### config.mk
export PLATFORM = sky130hd
export DESIGN_NAME = mem_arbiter
export DESIGN_NICKNAME = d
export VERILOG_FILES = /design/src/rtl/mc_pkg.sv /design/src/rtl/arb_pick.sv /design/src/rtl/mem_arbiter.sv
export SDC_FILE = /design/constraint.sdc
export NUM_CORES = 1
export LEC_CHECK = 0
export ABC_AREA = 1
export CAP_MARGIN = 20
export CORE_ASPECT_RATIO = 0.9
export CORE_MARGIN = 2
export CORE_UTILIZATION = 41
export CTS_CLUSTER_DIAMETER = 80
export CTS_CLUSTER_SIZE = 24
export DETAILED_ROUTE_END_ITERATION = 12
export HOLD_SLACK_MARGIN = 0.15
export PLACE_DENSITY = 0.68
export SYNTH_ARGS = -nofsm -noshare
export SYNTH_HDL_FRONTEND = slang
export SYNTH_SLANG_ARGS = --single-unit
### constraint.sdc
create_clock -name clk_in -period 2.11 [get_ports clk_in]
set_input_delay 0.422 -clock clk_in [delete_from_list [all_inputs] [get_ports clk_in]]
set_output_delay 0.422 -clock clk_in [all_outputs]
set_load 0.02 [all_outputs]
### src/rtl/mc_pkg.sv
// rtl/mc_pkg.sv - shared port ids, FSM encoding and length constants for mem_arbiter
package mc_pkg;

    localparam logic [1:0] PORT_IF  = 2'd1;
    localparam logic [1:0] PORT_MEM = 2'd2;

    localparam logic [2:0] LEN_1 = 3'd1;
    localparam logic [2:0] LEN_2 = 3'd2;
    localparam logic [2:0] LEN_4 = 3'd4;

    typedef enum logic [1:0] {
        ST_IDLE  = 2'd0,
        ST_ISSUE = 2'd1,
        ST_WAIT  = 2'd2
    } state_t;

endpackage

### src/rtl/arb_pick.sv
// rtl/arb_pick.sv - two-way grant select; bit 0 = IF, bit 1 = MEM
module arb_pick (
    input  logic [1:0] pend,
    input  logic       ptr,
    output logic [1:0] grant
);

    // ptr high means MEM wins a tie
    always_comb begin
        grant = 2'b00;
        if (pend == 2'b11) begin
            grant = ptr ? 2'b10 : 2'b01;
        end else begin
            grant = pend;
        end
    end

endmodule

### src/rtl/mem_arbiter.sv
// rtl/mem_arbiter.sv - IF/MEM arbiter onto one memory controller; MEM_ARBITER_RR_EN selects round-robin
module mem_arbiter
    import mc_pkg::*;
#(
    parameter int TIMEOUT = 64
) (
    input  logic        clk_in,
    input  logic        rst_in,
    input  logic        rdy_in,
    input  logic        if_req,
    input  logic [31:0] if_addr,
    output logic        if_ack,
    input  logic        mem_req,
    input  logic        mem_we,
    input  logic [31:0] mem_addr,
    input  logic [31:0] mem_wdata,
    input  logic [2:0]  mem_len,
    output logic        mem_ack,
    output logic [31:0] rd_data,
    output logic        mc_re,
    output logic        mc_we,
    output logic [1:0]  mc_port_id,
    output logic [31:0] mc_addr,
    output logic [31:0] mc_wdata,
    output logic [2:0]  mc_len,
    input  logic        mc_done,
    input  logic [31:0] mc_rdata,
    output logic        err
);

    localparam int CW = (TIMEOUT > 1) ? $clog2(TIMEOUT) : 1;
    localparam logic [CW-1:0] TMO_LAST = CW'(TIMEOUT - 1);

    state_t        state, state_d;
    logic [CW-1:0] cnt;
    logic          if_pend, mem_pend;
    logic [31:0]   if_addr_q, mem_addr_q, mem_wdata_q;
    logic          mem_we_q;
    logic [2:0]    mem_len_q;
    logic          gnt_mem, gnt_we;
    logic [1:0]    grant;
    logic          ptr;
    logic          start, finish, tmo;
    logic          pick_we, if_clr, mem_clr;

`ifdef MEM_ARBITER_RR_EN
    // Moves only on ties, so the loser of one tie wins the next
    always_ff @(posedge clk_in) begin
        if (!rst_in) begin
            ptr <= 1'b1;
        end else if (rdy_in && start && if_pend && mem_pend) begin
            ptr <= ~grant[1];
        end
    end
`else
    assign ptr = 1'b1;
`endif

    arb_pick u_pick (
        .pend  ({mem_pend, if_pend}),
        .ptr   (ptr),
        .grant (grant)
    );

    assign pick_we = grant[1] & mem_we_q;
    assign if_clr  = finish & ~gnt_mem;
    assign mem_clr = finish & gnt_mem;

    always_comb begin
        state_d = state;
        start   = 1'b0;
        finish  = 1'b0;
        tmo     = 1'b0;
        case (state)
            ST_IDLE: begin
                if (if_pend || mem_pend) begin
                    state_d = ST_ISSUE;
                    start   = 1'b1;
                end
            end
            ST_ISSUE: state_d = ST_WAIT;
            ST_WAIT: begin
                if (mc_done) begin
                    finish  = 1'b1;
                    state_d = ST_IDLE;
                end else if (cnt == TMO_LAST) begin
                    finish  = 1'b1;
                    tmo     = 1'b1;
                    state_d = ST_IDLE;
                end
            end
            default: state_d = ST_IDLE;
        endcase
    end

    always_ff @(posedge clk_in) begin
        if (!rst_in) begin
            state       <= ST_IDLE;
            cnt         <= '0;
            if_pend     <= 1'b0;
            mem_pend    <= 1'b0;
            if_addr_q   <= '0;
            mem_addr_q  <= '0;
            mem_wdata_q <= '0;
            mem_we_q    <= 1'b0;
            mem_len_q   <= '0;
            gnt_mem     <= 1'b0;
            gnt_we      <= 1'b0;
            if_ack      <= 1'b0;
            mem_ack     <= 1'b0;
            err         <= 1'b0;
            rd_data     <= '0;
            mc_re       <= 1'b0;
            mc_we       <= 1'b0;
            mc_port_id  <= '0;
            mc_addr     <= '0;
            mc_wdata    <= '0;
            mc_len      <= '0;
        end else if (rdy_in) begin
            state   <= state_d;
            if_ack  <= if_clr;
            mem_ack <= mem_clr;
            err     <= tmo;
            mc_re   <= start & ~pick_we;
            mc_we   <= start & pick_we;
            if (start) begin
                gnt_mem    <= grant[1];
                gnt_we     <= pick_we;
                mc_port_id <= grant[1] ? PORT_MEM : PORT_IF;
                mc_addr    <= grant[1] ? mem_addr_q : if_addr_q;
                mc_wdata   <= grant[1] ? mem_wdata_q : 32'd0;
                mc_len     <= grant[1] ? mem_len_q : LEN_4;
                cnt        <= '0;
            end else if (state == ST_WAIT) begin
                cnt <= cnt + CW'(1);
            end
            if (finish) begin
                rd_data <= (tmo || gnt_we) ? 32'd0 : mc_rdata;
            end
            // A latch emptied on this edge may be refilled on the same edge
            if (if_clr) if_pend <= 1'b0;
            if (if_req && (!if_pend || if_clr)) begin
                if_pend   <= 1'b1;
                if_addr_q <= if_addr;
            end
            if (mem_clr) mem_pend <= 1'b0;
            if (mem_req && (!mem_pend || mem_clr)) begin
                mem_pend    <= 1'b1;
                mem_we_q    <= mem_we;
                mem_addr_q  <= mem_addr;
                mem_wdata_q <= mem_wdata;
                mem_len_q   <= mem_len;
            end
        end else begin
            if_ack  <= 1'b0;
            mem_ack <= 1'b0;
            err     <= 1'b0;
        end
    end

endmodule
# Yosys cells after proc, flatten, opt, wreduce, memory -nomap -nowiden
# Cells that the tools add are included.
# totals
reg_bits	218
in_bits	138
output_inout_bits	106
# classes
n_addsub	1
eq_ne	6
muxes	23
bitwise_logic	7
n_reduce_logical	21
# ops
operator	n
2-to-1 mux 32 bit	3
AND reduction 2 bit	8
2-to-1 mux 6 bit	2
2-to-1 mux 1 bit	11
2-to-1 mux 2 bit	5
adder 6 x 1 -> 6 bit, second input constant	1
== test 6 bit, second input constant	1
one-hot mux 2 bit (3 select lines)	1
nonzero test 2 bit	3
bitwise AND 1 bit	5
== test 2 bit, second input constant	2
logical OR 1 bit	4
2-to-1 mux 3 bit	1
inequality test 3 bit, second input constant	1
AND reduction 3 bit	1
== test 2 x 1 -> 1 bit, second input constant	1
logical AND 1 bit	2
zero test 1 bit	2
zero test 2 bit	1
inequality test 2 bit, second input constant	1
NOT 1 bit	2

# Depth between registers and ports, before layout
# Gate-level depths: netlist of run 1.
# logic_depth
ltp_word	9
mapped_depth	10

# Cells and area by module
# From an unflattened synthesis of run 1, not the netlist that was laid out.
# unflattened
cells_unflattened	1263
area_unflattened_um2	9034.9
# modules_own_cells
mod	instances	cells_each	area_each_um2
mem_arbiter	1	1258	9013.6
arb_pick	1	5	21.3

# Worst setup path before layout of run 1
# No wires, ideal clock.
# synth_timing
path_kind	flip-flop to flip-flop
startpoint	reg cnt[0]
endpoint	reg if_addr_q[23]
arrival_time_ns	1.411
slack_ns	0.584
path_stages_with_launch	10
synth_period_minus_slack_ns	1.526
path_cell_list	dfxtp_1 -> ha_1 -> nand2_1 -> o21bai_4 -> nand3_1 -> nand2_2 -> buf_2 -> nand3_1 -> nand2_1 -> nor2_1
# synth_via
elab_chain_len	8
# synth_rtl
item	line	source
start, declared	mem_arbiter.sv:35	logic [CW-1:0] cnt;
start signal, assigned	mem_arbiter.sv:135	cnt <= cnt + CW'(1);
== test 6 bit	mem_arbiter.sv:86	end else if (cnt == TMO_LAST) begin
2-to-1 mux 1 bit	mem_arbiter.sv:86	
2-to-1 mux 1 bit	mem_arbiter.sv:83	if (mc_done) begin
2-to-1 mux 1 bit	mem_arbiter.sv:74	case (state)
bitwise AND 1 bit	mem_arbiter.sv:66	assign if_clr = finish & ~gnt_mem;
logical OR 1 bit	mem_arbiter.sv:142	if (if_req && (!if_pend || if_clr)) begin
logical AND 1 bit	mem_arbiter.sv:142	
AND reduction 2 bit (no line)	-	
end signal, assigned	mem_arbiter.sv:144	if_addr_q <= if_addr;
end, declared	mem_arbiter.sv:37	logic [31:0] if_addr_q, mem_addr_q, mem_wdata_q;
# No other way between the ends.
# A chain may end at the register's enable or synchronous reset.

# Final worst setup path of run 1
# layout_timing
startpoint	reg mc_port_id[1]
endpoint	out mc_port_id[1]
# layout_lines
item	line	source
start, declared	mem_arbiter.sv:22	output logic [1:0] mc_port_id,
start signal, assigned	mem_arbiter.sv:129	mc_port_id <= grant[1] ? PORT_MEM : PORT_IF;
# No word-level cell between the ends.

==> results of run 1 <==
flip-flops by register name, indices dropped and copies added (netlist names):
signal / flops
mc_len: 3
mc_re: 1
mc_wdata: 32
if_pend: 1
mem_ack: 1
if_addr_q: 32
rd_data: 32
mem_wdata_q: 32
mem_addr_q: 32
mc_we: 1
state: 2
mem_pend: 1
mc_port_id: 2
if_ack: 1
gnt_we: 1
mc_addr: 32
cnt: 6
mem_we_q: 1
mem_len_q: 3
err: 1
routing by layer:
metal  part of all wire [%]  routed length, µm
met2                     44              10630
met5                  0.058                 14
met1                     48              11580
met4                    1.9                456
met3                    6.7               1635
cell type report:
| cell class | count | area, µm² |
|---|---|---|
| Fill cell | 2102 | 9489 |
| Sequential cell | 217 | 4344 |
| Multi-Input combinational cell | 834 | 3771 |
| Timing Repair Buffer | 266 | 2803 |
| Inverter | 117 | 441.7 |
| Tap cell | 291 | 364.1 |
| Clock buffer | 13 | 325.3 |
| Clock inverter | 4 | 30.03 |
kinds of logic after synthesis:
logic type               share of synthesized area, %
flip-flops                                      48.34
AO/OA/AOI/OAI                                   11.85
AND/OR/NAND/NOR                                 29.78
adder cells (fa/ha/maj)                        0.1392
buffers and inverters                           9.886
cell usage after synthesis:
| library cell | instances | area [µm²] |
|---|---|---|
| o21ai_0 | 7 | 35.03 |
| nor2_1 | 148 | 555.5 |
| clkbuf_1 | 38 | 142.6 |
| inv_2 | 7 | 26.28 |
| nor3_1 | 3 | 15.01 |
| o21a_1 | 32 | 240.2 |
| a31oi_1 | 32 | 200.2 |
| nand2_1 | 320 | 1201 |
| dfxtp_1 | 217 | 4344 |
| o21bai_4 | 1 | 18.77 |
| nand3_2 | 3 | 30.03 |
| ha_1 | 1 | 12.51 |
| inv_1 | 110 | 412.9 |
| buf_2 | 32 | 160.2 |
| nand3_1 | 171 | 855.8 |
| a21oi_1 | 111 | 555.5 |
| buf_1 | 14 | 52.55 |
| a211oi_1 | 2 | 15.01 |
| nand2_2 | 2 | 12.51 |
| buf_4 | 5 | 37.54 |
| and3_1 | 1 | 6.260 |
| buf_6 | 5 | 56.30 |
path summary, 6_finish.rpt:
kind	cells after the start	start	endpoint
hold reg to reg	2	mc_wdata[8]$_SDFFE_PN0P_	mc_wdata[8]$_SDFFE_PN0P_
setup / recovery	1	mc_port_id[1]$_SDFFE_PN0P_	mc_port_id[1]
setup reg to reg	9	cnt[1]$_SDFFE_PN0P_	if_addr_q[2]$_SDFFE_PN0P_
hold / removal	3	rst_in	cnt[4]$_SDFFE_PN0P_
power groups by stage:
stage | Clock (µW) | Sequential (µW) | Combinational (µW)
2_1_floorplan | 0 | 4470 | 639
3_3_place_gp | 0 | 4450 | 1170
3_5_place_dp | 0 | 4450 | 1180
4_1_cts | 2590 | 4360 | 1190
5_1_grt | 2740 | 4380 | 1310
6_report | 2530 | 4360 | 1180
stage by stage:
stage / util (%) / power [µW] / std cells / setup slack, ns / hold slack, ns
2_1_floorplan: - / 5111 / 1262 / 0.5839 / 0.4429
5_1_grt: 56.00 / 8440 / 1742 / 0.05221 / 0.3019
4_1_cts: 56.00 / 8141 / 1742 / 0.1503 / 0.2684
6_report: 56.00 / 8063 / 1742 / 0.1651 / 0.2817
3_5_place_dp: 54.36 / 5637 / 1725 / 0.02478 / 0.4411
3_3_place_gp: 54.36 / 5622 / 1725 / 0.04042 / 0.4377
cells in the final DEF, fill, tap and decap left out, drive strengths merged:
cell / instances
ha: 1
clkinv: 2
a21oi: 111
o21bai: 1
buf: 24
o21a: 32
inv: 119
nand2: 322
nor2: 148
and3: 1
clkdlybuf4s50: 242
clkbuf: 13
a211oi: 2
dfxtp: 217
nand3: 174
nor3: 3
o21ai: 7
a31oi: 32
==> impl_metrics.json, run 1 <==
{
  "start_kind": "flop",
  "power.leakage_uw": 0.005093,
  "die-area_mm2": 0.02312,
  "path_clk_slew_ns": 0.10,
  "ctsHoldBuffers": 0,
  "maxSlewViolCount": 0,
  "grt_pass1_wl_um": 39010,
  "ys.warnings.count": 0,
  "status": "completed",
  "placed_area_mm2": 0.01172,
  "post_cts_buffers": 0,
  "clock_sinks": 217,
  "netlist_instances": 1262,
  "crit_fanout": 3,
  "vias": 8460,
  "core_area_mm2": 0.02157,
  "max_freq_ghz": 0.5142,
  "tritoncts": "done",
  "syn_nets": 1401,
  "fin_crit_ns": 1.945,
  "pwr-share-seq_pct": 54.1,
  "hold_path.class": "in2reg",
  "grt_pass1_vias": 7618,
  "crit_family": "buffers and inverters",
  "clock_skew_ns": 0.01864,
  "worst_path_largest_cell_delay_ns": 0.67,
  "critPathRequiredTime_ns": 1.69,
  "hold_violations": 0,
  "max_slew_margin_pct": 57.93,
  "power-per-cell-area_mw_per_mm2": 667.5,
  "drt_first_pass_iters": 4,
  "grt.total_usage_pct": 20.33,
  "cp.arrival_ns": 1.52,
  "setup_viol": 0,
  "fp.dieH_um": 144.5,
  "clk_path_buf_depth": 3,
  "grt_max_degree": 84,
  "ff2ff_setup_slack_ns": 0.29,
  "power_frac_clock_pct": 31.3,
  "slowest_stage": "clkdlybuf4s50_1",
  "cts_root_buf": "clkbuf_16",
  "met2_usage_pct": 32.26,
  "groute.layer.met1.usage_pct": 28.66,
  "numCtsBuffers": 13,
  "grt-ovfl-total": 0,
  "htree_levels": 1,
  "nets": 1588,
  "io_buffers": 243,
  "switching_power_uw": 2089,
  "die_w_um": 160.1,
  "drive_gt1_share_pct": 3.859,
  "yosysSeqAreaShare_pct": 48.34,
  "drt-initial-drc-count": 492,
  "vias_per_cell": 4.856,
  "worstSetupPathType": "reg2out",
  "area_delta_synth_final_pct": 34.42,
  "busiest_layer": "met2",
  "diodes": 0,
  "path_cells": "clkdlybuf4s50_1",
  "endpoint_kind": "primary output",
  "ys_seq_elements": 217,
  "finalInstanceArea_mm2": 0.01208,
  "start_util_pct": 41.66,
  "ir_drop_uv": 404.2,
  "drc": 0,
  "place_hpwl_um": 15730,
  "wl_um": 24320,
  "p_sw_share_pct": 25.91,
  "syn_area_mm2": 0.008986,
  "intPower_uw": 5974,
  "met3_usage_pct": 4.302,
  "maxCapViolations": 0,
  "tns_ns": 0,
  "p_comb_share_pct": 14.6,
  "ctsResizeCount": 0,
  "ant_nets": 0,
  "min_period_over_period_pct": 92.18,
  "avgSynthCellArea_um2": 7.121,
  "cp_num_buf_inv": 1,
  "rsz0062_at_grt": "false",
  "wl_per_cell_um": 13.96,
  "synth.distinct_cells": 22,
  "num_rows": 51,
  "gp_congestion": 0.7784,
  "max_slew.worst_pin.slew_ns": 0.6302,
  "pin_count": 244,
  "antenna_found_initial": 1,
  "clk_latency_ns": 0.47
}
(Power assumes the default switching activity.)
==> run 2: changes to the inputs <==
--- a/config.mk
+++ b/config.mk
@@ -7,14 +7,16 @@
 export LEC_CHECK = 0
 export ABC_AREA = 1
 export CAP_MARGIN = 20
+export CELL_PAD_IN_SITES_DETAIL_PLACEMENT = 1
+export CELL_PAD_IN_SITES_GLOBAL_PLACEMENT = 2
 export CORE_ASPECT_RATIO = 0.9
 export CORE_MARGIN = 2
-export CORE_UTILIZATION = 41
+export CORE_UTILIZATION = 26
 export CTS_CLUSTER_DIAMETER = 80
 export CTS_CLUSTER_SIZE = 24
 export DETAILED_ROUTE_END_ITERATION = 12
 export HOLD_SLACK_MARGIN = 0.15
-export PLACE_DENSITY = 0.68
+export PLACE_DENSITY = 0.77
 export SYNTH_ARGS = -nofsm -noshare
 export SYNTH_HDL_FRONTEND = slang
 export SYNTH_SLANG_ARGS = --single-unit
==> impl_metrics.json, run 2 (same netlist as run 1, synthesis figures left out) <==
{
  "timing.hold.ws_ns": 0.3344,
  "slowest_stage": "clkdlybuf4s50_1",
  "area_delta_synth_final_pct": 38.75,
  "die_w_um": 200.0,
  "hold_path.class": "in2reg",
  "min_period_over_period_pct": 91.96,
  "post_cts_buffers": 0,
  "max_freq_ghz": 0.5154,
  "drt_first_pass_iters": 4,
  "clk_latency_ns": 0.49,
  "grt-ovfl-total": 0,
  "path_clk_slew_ns": 0.09,
  "path_cells": "clkdlybuf4s50_1",
  "crit_fanout": 3,
  "post-place-ws_ns": -0.05005,
  "cts_root_buf": "clkbuf_16",
  "fillers": 4190,
  "maxCapViolations": 0,
  "start_util_pct": 26.40,
  "final_common_cell": "nand2_1",
  "clk_path_buf_depth": 3,
  "num_rows": 64,
  "setup_viol": 0,
  "power-per-cell-area_mw_per_mm2": 696.9,
  "grt_pass1_wl_um": 46770,
  "clock_skew_ns": 0.01943,
  "wl_per_cell_um": 15.22,
  "numCtsBuffers": 14,
  "gp_congestion": 0.7092,
  "wl_um": 29350,
  "cp_num_cells": 1,
  "worstSetupPathType": "reg2out",
  "ir_drop_uv": 367.0,
  "endpoint_kind": "primary output",
  "hold_path_depth": 3,
  "cp.arrival_ns": 1.52,
  "worst_path_largest_cell_delay_ns": 0.66,
  "fin_crit_ns": 1.940,
  "die-area_mm2": 0.03607,
  "grt_pass1_vias": 8694,
  "maxSlewViolCount": 0,
  "hold_violations": 0,
  "tritoncts": "done",
  "final_cell_mix": "nand2_1, clkdlybuf4s50_1, dfxtp_1",
  "final_core_util_pct": 36.64,
  "status": "completed",
  "io_buffers": 243,
  "ff2ff_path_depth": 9,
  "drt-initial-drc-count": 342,
  "cp_num_buf_inv": 1,
  "power.leakage_uw": 0.005169,
  "drive_gt1_share_pct": 4.511,
  "max_slew.worst_pin.slew_ns": 0.6927,
  "crit_family": "buffers and inverters",
  "ctsResizeCount": 0,
  "ff2ff_setup_slack_ns": 0.22,
  "antenna_found_initial": 4,
  "nets": 1594,
  "setup_ws_ns": 0.1697,
  "vias_per_cell": 4.504,
  "clock_sinks": 217,
  "drc": 0,
  "ctsHoldBuffers": 0,
  "tns_ns": 0,
  "vias": 8683,
  "place_hpwl_um": 19550,
  "grt.total_usage_pct": 15.92,
  "pin_count": 244,
  "ant_nets": 0,
  "rsz0062_at_grt": "false",
  "start_kind": "flop",
  "core_area_mm2": 0.03403,
  "htree_levels": 1,
  "grt_max_degree": 120,
  "critPathRequiredTime_ns": 1.69,
  "max_slew_margin_pct": 53.76,
  "fp.dieH_um": 180.4
}
==> run 2: cell types whose count changed in the layout (fill, tap and decap cells not counted), moves of 2 or more <==
| cell | delta |
|---|---|
| buf_4 | +5 |
| clkbuf_1 | +2 |
| clkbuf_16 | +2 |
| bufinv_16 | +2 |
| diode_2 | +3 |
| clkinvlp_4 | +2 |
==> run 2: path summary, 6_finish.rpt <==
path,start,to
max,mc_port_id[1]$_SDFFE_PN0P_,mc_port_id[1]
min,rst_in,if_addr_q[27]$_SDFFE_PN0P_
max reg2reg,cnt[0]$_SDFFE_PN0P_,mem_wdata_q[18]$_SDFFE_PN0P_
min reg2reg,mem_wdata_q[17]$_SDFFE_PN0P_,mc_wdata[17]$_SDFFE_PN0P_
==> run 2: through the flow <==
stage / total power [µW] / area (µm²) / std cells
5_1_grt: 9127 / 12460 / 1926
6_report: 8689 / 12470 / 1928
4_1_cts: 8855 / 12460 / 1925
3_5_place_dp: 5695 / 11980 / 1901
3_3_place_gp: 5675 / 11980 / 1901
2_1_floorplan: 5111 / 8986 / 1262
==> run 2: worst register-to-register path: stages (launching register included) <==
cell and delay (ns):
dfxtp_1 0.38, ha_1 0.20, nand2_1 0.16, o21bai_4 0.23, nand3_2 0.15, nand2_4 0.15, buf_12 0.25, nand3_1 0.16
nand2_1 0.08, nor2_1 0.05
==> run 2: layout make-up <==
class	count	area (µm²)	area share, %
flip-flops and latches	217	4344	34.84
diodes	3	7.507	0.06021
clock buffers	17	382.9	3.071
clock inverters	7	102.6	0.8229
inverters	117	441.7	3.542
repair buffers	271	2840	22.78
well taps	462	578.1	4.636
multi-input cells	834	3771	30.25
==> run 2: layer usage <==
layer / vias to the layer above / routed length (µm) / part of all wire (%) / GRT usage, %
li1: 4399 / - / - / -
met5: - / 0 / 0 / 0
met1: 4095 / 14070 / 48 / 21.83
met4: 0 / 518 / 1.8 / 3.289
met3: 26 / 1636 / 5.6 / 3.406
met2: 163 / 13120 / 45 / 25.64
==> run 2: power breakdown <==
| group | internal [µW] | switching (µW) |
|---|---|---|
| Combinational | 570 | 646 |
| Sequential | 4270 | 94.4 |
| Clock | 1580 | 1530 |
==> run 3: changes to the inputs <==
--- a/config.mk
+++ b/config.mk
@@ -9,7 +9,7 @@
 export CAP_MARGIN = 20
 export CELL_PAD_IN_SITES_DETAIL_PLACEMENT = 1
 export CELL_PAD_IN_SITES_GLOBAL_PLACEMENT = 2
-export CORE_ASPECT_RATIO = 0.9
+export CORE_ASPECT_RATIO = 1.5
 export CORE_MARGIN = 2
 export CORE_UTILIZATION = 26
 export CTS_CLUSTER_DIAMETER = 80
==> constraint.sdc (replaced) <==
create_clock -name clk_in -period 2.01 [get_ports clk_in]
set_input_delay 0.402 -clock clk_in [delete_from_list [all_inputs] [get_ports clk_in]]
set_output_delay 0.402 -clock clk_in [all_outputs]
set_load 0.02 [all_outputs]
==> impl_metrics.json, run 3 (same netlist as run 1, synthesis figures left out) <==
{
  "hold_path.class": "in2reg",
  "nets": 1594,
  "drt-initial-drc-count": 315,
  "core_area_mm2": 0.03417,
  "numCtsBuffers": 13,
  "maxSlewViolCount": 0,
  "crit_family": "buffers and inverters",
  "met2_usage_pct": 29.31,
  "start_util_pct": 26.30,
  "rsz0062_at_grt": "false",
  "hold_violations": 0,
  "worst_path_largest_cell_delay_ns": 0.63,
  "fillers": 4152,
  "die-area_mm2": 0.03610,
  "io_buffers": 243,
  "grt_pass1_wl_um": 46690,
  "path_cells": "clkdlybuf4s50_1",
  "vias": 8657,
  "area_delta_synth_final_pct": 37.55,
  "max_slew.worst_pin.slew_ns": 0.6628,
  "drt_first_pass_iters": 4,
  "max_freq_ghz": 0.5207,
  "fp.dieH_um": 231.7,
  "clock_sinks": 217,
  "crit_fanout": 2,
  "clock_skew_ns": 0.03507,
  "cp_num_buf_inv": 1,
  "min_period_over_period_pct": 95.54,
  "setup_ws_ns": 0.08968,
  "grt_pass1_vias": 8770,
  "final_cell_mix": "nand2_1, clkdlybuf4s50_1, dfxtp_1",
  "post-place-ws_ns": -0.08972,
  "vias_per_cell": 4.597,
  "clk_path_buf_depth": 3,
  "endpoint_kind": "primary output",
  "maxCapViolations": 0,
  "wl_um": 29290,
  "drc": 0,
  "place_hpwl_um": 19810,
  "tritoncts": "done",
  "num_rows": 83,
  "clk_latency_ns": 0.50,
  "power-per-cell-area_mw_per_mm2": 701.5,
  "setup_viol": 0,
  "start_kind": "flop",
  "ant_nets": 0,
  "post_cts_buffers": 0,
  "wl_per_cell_um": 15.55,
  "diodes": 0,
  "groute.layer.met1.usage_pct": 19.04,
  "final_common_cell": "nand2_1",
  "critPathRequiredTime_ns": 1.61,
  "path_clk_slew_ns": 0.10,
  "grt-ovfl-total": 0,
  "ir_drop_uv": 449.3,
  "slowest_stage": "clkdlybuf4s50_1",
  "htree_levels": 1,
  "gp_congestion": 0.7022,
  "die_w_um": 155.8,
  "worstSetupPathType": "reg2out",
  "status": "completed",
  "cp.arrival_ns": 1.52,
  "met3_usage_pct": 3.117,
  "max_slew_margin_pct": 55.75,
  "cts_root_buf": "clkbuf_16",
  "fin_crit_ns": 1.920,
  "tns_ns": 0,
  "busiest_layer": "met2",
  "drive_gt1_share_pct": 4.252,
  "grt_max_degree": 81,
  "pin_count": 244,
  "grt.total_usage_pct": 15.91,
  "antenna_found_initial": 1,
  "power.leakage_uw": 0.005163
}
[run 3: cell types whose count changed in the layout (fill, tap and decap cells not counted)]
cell	delta
clkinvlp_4	-2
buf_4	-2
inv_16	+1
buf_16	+1
clkdlybuf4s50_1	-1
inv_6	+1
diode_2	-3
clkbuf_16	-2
clkbuf_1	-1
inv_8	-2
clkbuf_8	+1
bufinv_16	-2
dlymetal6s2s_1	+1
buf_12	+2
[run 3: final timing paths]
kind	start	end	slack [ns]	depth (start not counted)
worst max-delay path	mc_addr[20]$_SDFFE_PN0P_	mc_addr[20]	0.09	1
worst min-delay path	rst_in	cnt[4]$_SDFFE_PN0P_	0.26	3
worst max register to register	cnt[0]$_SDFFE_PN0P_	mem_addr_q[3]$_SDFFE_PN0P_	0.17	9
worst min register to register	mem_wdata_q[25]$_SDFFE_PN0P_	mc_wdata[25]$_SDFFE_PN0P_	0.45	2
[run 3: metrics by stage]
step           utilization (%)  cells  total power (µW)  hold slack (ns)  instance area, µm²
2_1_floorplan                -   1262              5366           0.4429                8986
3_3_place_gp             35.05   1865              5971           0.4403               11970
3_5_place_dp             35.05   1865              5990           0.4439               11970
6_report                 36.18   1883              8671           0.2583               12360
4_1_cts                  36.15   1883              8851           0.2366               12350
5_1_grt                  36.18   1883              9155           0.2482               12360
[run 3: where the power goes]
group / switching (µW) / internal (µW) / leakage [µW]
combinational: 680 / 607 / 0.00321
sequential: 98.7 / 4480 / 0.00177
clock: 1550 / 1260 / 0.000187
[run 3: final cells by class]
class	count	area (µm²)	share of cell area (%)
multi-input combinational	834	3771	30.51
tap	425	531.8	4.302
timing repair buffer	272	2895	23.42
inverter	117	441.7	3.573
sequential	217	4344	35.15
clock buffer	15	342.8	2.774
clock inverter	3	33.78	0.2733
[run 3: timing repair]
item / in CTS / in global routing
hold buffers: 0 / 0
gates resized for setup: 0 / 2
setup endpoints to repair: 0 / 2
[run 3: routing by layer]
metal | wire length [µm] | up-vias
met4 | 436 | 2
met3 | 1511 | 23
met5 | 11 | -
met2 | 14630 | 170
li1 | - | 4384
met1 | 12700 | 4078
